`src/rtl/nn_argmax.sv`:
```
// rtl/nn_argmax.sv - sequential argmax over N_CLASS signed scores, lowest index wins ties
// Optional runner-up margin / low-confidence outputs under NN_ARGMAX_MARGIN_EN.
module nn_argmax #(
  parameter int N_CLASS   = 10,
  parameter int SCORE_W   = 8,
  parameter int IDX_W     = 4,
  parameter int MARGIN_TH = 8
) (
  input  logic                       clk,
  input  logic                       rst,
  input  logic                       in_valid,
  output logic                       in_ready,
  input  logic [N_CLASS*SCORE_W-1:0] scores,
  output logic                       out_valid,
  input  logic                       out_ready,
  output logic [IDX_W-1:0]           class_idx,
  output logic [SCORE_W-1:0]         max_score,
  output logic                       busy
`ifdef NN_ARGMAX_MARGIN_EN
  ,
  output logic [SCORE_W:0]           margin,
  output logic                       low_conf
`endif
);

  typedef enum logic [1:0] {IDLE, SCAN, DONE} state_t;

  localparam logic [IDX_W-1:0] LAST = IDX_W'(N_CLASS - 1);
  localparam logic signed [SCORE_W-1:0] MOST_NEG = {1'b1, {(SCORE_W-1){1'b0}}};

  state_t state_q, state_d;
  logic signed [SCORE_W-1:0] vec_q [N_CLASS];
  logic signed [SCORE_W-1:0] vec_d [N_CLASS];
  logic [IDX_W-1:0]          cnt_q, cnt_d;
  logic [IDX_W-1:0]          idx_q, idx_d;
  logic signed [SCORE_W-1:0] best_q, best_d;
  logic signed [SCORE_W-1:0] cur;
  // Result registers are separate from the scan registers so outputs hold during SCAN.
  logic [IDX_W-1:0]          cls_q, cls_d;
  logic [SCORE_W-1:0]        max_q, max_d;
`ifdef NN_ARGMAX_MARGIN_EN
  logic signed [SCORE_W-1:0] second_q, second_d;
  logic [SCORE_W:0]          margin_q, margin_d;
  logic                      lowc_q, lowc_d;
`endif

  assign cur = vec_q[cnt_q];

  always_comb begin
    state_d = state_q;
    vec_d   = vec_q;
    cnt_d   = cnt_q;
    idx_d   = idx_q;
    best_d  = best_q;
    cls_d   = cls_q;
    max_d   = max_q;
`ifdef NN_ARGMAX_MARGIN_EN
    second_d = second_q;
    margin_d = margin_q;
    lowc_d   = lowc_q;
`endif
    case (state_q)
      IDLE: begin
        if (in_valid) begin
          for (int k = 0; k < N_CLASS; k++) vec_d[k] = scores[k*SCORE_W +: SCORE_W];
          best_d  = scores[SCORE_W-1:0];
          idx_d   = '0;
          cnt_d   = IDX_W'(1);
          state_d = SCAN;
`ifdef NN_ARGMAX_MARGIN_EN
          second_d = MOST_NEG;
`endif
        end
      end
      SCAN: begin
        if (cur > best_q) begin
          best_d = cur;
          idx_d  = cnt_q;
`ifdef NN_ARGMAX_MARGIN_EN
          second_d = best_q;
        end else if (cur > second_q) begin
          second_d = cur;
`endif
        end
        cnt_d = cnt_q + IDX_W'(1);
        if (cnt_q == LAST) begin
          state_d = DONE;
          cls_d   = idx_d;
          max_d   = best_d;
`ifdef NN_ARGMAX_MARGIN_EN
          margin_d = {best_d[SCORE_W-1], best_d} - {second_d[SCORE_W-1], second_d};
          lowc_d   = (margin_d < (SCORE_W+1)'(MARGIN_TH));
`endif
        end
      end
      DONE: begin
        if (out_ready) state_d = IDLE;
      end
      default: state_d = IDLE;
    endcase
  end

  always_ff @(posedge clk) begin
    if (rst) begin
      state_q <= IDLE;
      cnt_q   <= '0;
      idx_q   <= '0;
      best_q  <= '0;
      cls_q   <= '0;
      max_q   <= '0;
`ifdef NN_ARGMAX_MARGIN_EN
      second_q <= '0;
      margin_q <= '0;
      lowc_q   <= 1'b0;
`endif
    end else begin
      state_q <= state_d;
      cnt_q   <= cnt_d;
      idx_q   <= idx_d;
      best_q  <= best_d;
      cls_q   <= cls_d;
      max_q   <= max_d;
`ifdef NN_ARGMAX_MARGIN_EN
      second_q <= second_d;
      margin_q <= margin_d;
      lowc_q   <= lowc_d;
`endif
    end
  end

  // The captured vector needs no reset; it is always written before being scanned.
  always_ff @(posedge clk) begin
    vec_q <= vec_d;
  end

  assign in_ready  = (state_q == IDLE) && !rst;
  assign out_valid = (state_q == DONE);
  assign busy      = (state_q != IDLE);
  assign class_idx = cls_q;
  assign max_score = max_q;
`ifdef NN_ARGMAX_MARGIN_EN
  assign margin    = margin_q;
  assign low_conf  = lowc_q;
`endif

endmodule

```
`config.mk`:
```
export PLATFORM = sky130hd
export DESIGN_NAME = nn_argmax
export DESIGN_NICKNAME = d
export VERILOG_FILES = /design/src/rtl/nn_argmax.sv
export SDC_FILE = /design/constraint.sdc
export NUM_CORES = 1
export LEC_CHECK = 0
export CAP_MARGIN = 25
export CORE_MARGIN = 5
export CORE_UTILIZATION = 30
export DETAILED_ROUTE_END_ITERATION = 8
export GPL_TIMING_DRIVEN = 1
export PLACE_DENSITY = 0.56
export SLEW_MARGIN = 20
export SYNTH_ARGS = -nofsm -noshare
export SYNTH_HDL_FRONTEND = slang
export SYNTH_SLANG_ARGS = --single-unit
```
`constraint.sdc`:
```
create_clock -name clk -period 12.3 [get_ports clk]
set_input_delay 2.46 -clock clk [delete_from_list [all_inputs] [get_ports clk]]
set_output_delay 2.46 -clock clk [all_outputs]
set_load 0.05 [all_outputs]
```
==> results.sh <==
export IMPL_ys_flop_type="edfxtp_1"
export IMPL_cts_tree="yes"
export IMPL_required_ps=9840
export IMPL_max_slew_margin_rel_pct=32.1
export IMPL_power_density_nw_per_um2=139
export IMPL_antenna_cells=0
export IMPL_instances_no_fill=671
export IMPL_grt_pass1_wl_mm=17.8
export IMPL_routed_wl_mm=11.1
export IMPL_num_fill_cells=1506
export IMPL_die_w_um=138
export IMPL_hold_ws_ps=455
export IMPL_rows=46
export IMPL_post_route_period_util_pct=56.0
export IMPL_cap_violations=0
export IMPL_met2_usage_pct=18.2
export IMPL_grt_pass1_vias=3387
export IMPL_initial_core_util_pct=30.7
export IMPL_hold_violations=0
export IMPL_clk_pin_slew_ps=70
export IMPL_grt_overflow_total=0
export IMPL_ctsHtreeMaxLevel=3
export IMPL_ys_seq_area_share_pct=61.3
export IMPL_viasPerCell=4.84
export IMPL_fin_setup_tns_ps=0
export IMPL_status="complete, no violations"
export IMPL_worstSetupStartpointType="input port"
export IMPL_worst_skew_pair_late_latency_ps=350
export IMPL_postCtsHoldBufs=0
export IMPL_synth_async_reset_ratio_pct=0
export IMPL_synth_seq_cells=110
export IMPL_nets=544
export IMPL_layout_min_cycle_time_ps=6890
export IMPL_drt_pass1_iter_count=4
export IMPL_io_pins=99
export IMPL_die_y_um=138
export IMPL_die_area_um2=19000
export IMPL_placed_area_um2=6050
export IMPL_ys_top_cells_by_count="edfxtp_1 (80), dfxtp_1 (30), a21oi_1 (19), nor2_1 (18), nand2_1 (17)"
export IMPL_use_met1_pct=17.1
export IMPL_peakVddDrop_mv=0.0769
export IMPL_port_buffers=98
export IMPL_end_kind="output port"
export IMPL_synth_area_um2=4900
export IMPL_arrival_ps=4430
export IMPL_core_um2=15900
export IMPL_syn_num_nets=455
export IMPL_synth_enable_flop_cells=80
export IMPL_grt_max_degree=82
export IMPL_wire_per_inst_um=16.5
export IMPL_yosys_cell_types_count=54
export IMPL_grtUsageTotal_pct=12.1
export IMPL_synth_area_leaders="edfxtp_1 (49%), dfxtp_1 (12%), mux2i_1 (3.3%)"
export IMPL_met3_usage_pct=3.14
export IMPL_setup_viol=0
export IMPL_drc=0
export IMPL_fmax_mhz=145
export IMPL_final_cell_area_um2=6390
export IMPL_slew_violations=0
export IMPL_criticalPathCategory="in -> out"
export IMPL_cts_resized=0
export IMPL_dr_total_vias=3249
export IMPL_worstMarginPinSlew_ps=1020
export IMPL_antenna_left=0
export IMPL_cp_max_fo=24
export IMPL_postSynthCellCount=361
export IMPL_skew_ps=7.30
export IMPL_post_place_cells=655
export IMPL_clockBufferDepth=2
export IMPL_antenna_found_initial=0
export IMPL_synth_top_area_share_pct=49.1
export IMPL_post_dp_hpwl_mm=8.06
export IMPL_grt_busiest_layer="met2"
export IMPL_cts_buffers=9
export IMPL_cts_root_buf="clkbuf_16"
export IMPL_synth_most_common_cell="edfxtp_1"
export IMPL_synth_top_area_cell="edfxtp_1"
export IMPL_rsz0062_at_grt="no"
export IMPL_syn_avg_cell_area_um2=13.6
export IMPL_hold_class="reg -> reg"
export IMPL_gp_congestion=0.781
export IMPL_leakagePower_nw=2.12
export IMPL_clock_sinks=110
export IMPL_yosysWarnings=0
export IMPL_finalPower_uw=888
export IMPL_drive_gt1_share_pct=9.89
export IMPL_first_iter_violations=129
export IMPL_cts_setup_buffers=0
export IMPL_area_growth_pct=30.6
sequential cells by signal, indices dropped and copies added (netlist names):
register   flops
max_score      8
idx_q          4
state_q        2
cnt_q          4
vec_q         80
class_idx      4
best_q         8
worst paths after layout:
| check | start | end | slack, ps | depth (start not counted) |
|---|---|---|---|---|
| setup / recovery | rst | in_ready | 5410 | 3 |
| hold / removal | max_score[2] | max_score[2] | 450 | 2 |
| setup reg to reg | cnt_q[0] | class_idx[2] | 8540 | 10 |
| hold reg to reg | max_score[2] | max_score[2] | 450 | 2 |
critical path, cell delays in order:
cell and delay, ps:
clkdlybuf4s50_1 870, nor2_1 250, clkdlybuf4s50_1 830
layout make-up:
| type | count | area (um^2) | area share (%) |
|---|---|---|---|
| multi-input combinational | 216 | 1720 | 26.9 |
| clock inverter | 7 | 119 | 1.86 |
| tap | 216 | 270 | 4.23 |
| clock buffer | 9 | 225 | 3.52 |
| timing repair buffer | 103 | 1020 | 15.9 |
| inverter | 10 | 37.5 | 0.587 |
| sequential | 110 | 3000 | 47.0 |
metal layers:
metal / wire length (um) / share of wire (%)
met5: 0 / 0
met4: 148 / 1.3
met3: 710 / 6.4
met2: 4980 / 45
met1: 5250 / 47
layout by cell type (no fill, tap or decap), types with 10 or more instances in the layout:
cell	n
edfxtp_1	80
a21oi_1	19
mux2i_1	16
nand3_1	11
nand2b_1	11
clkdlybuf4s50_1	98
nor2_1	16
dfxtp_1	30
ha_1	10
inv_1	10
nand2_1	17
o211ai_1	10
metrics by stage:
stage                     util [%]  setup slack (ps)
final                         40.1              5410
after global routing          40.1              5320
after CTS                     40.1              5400
after detailed placement      37.9              5410
after global placement        37.9              5430
after floorplan                  -              5750
cell families (layout without fill, tap and decap cells):
family	after synthesis	in the layout	synth area share [%]
DFF	110	110	61.3
and+or+nand+nor	93	93	10.3
AOI/OAI and AO/OA	80	80	12.8
buffers and inverters	35	129	3.76
muxes	33	33	9.33
adders and majority gates	10	10	2.56
power breakdown:
group	internal, mW	switching (mW)
sequential	0.420	0.00929
clock	0.200	0.134
combinational	0.0576	0.0674
Power figures use the tool's default switching activity.
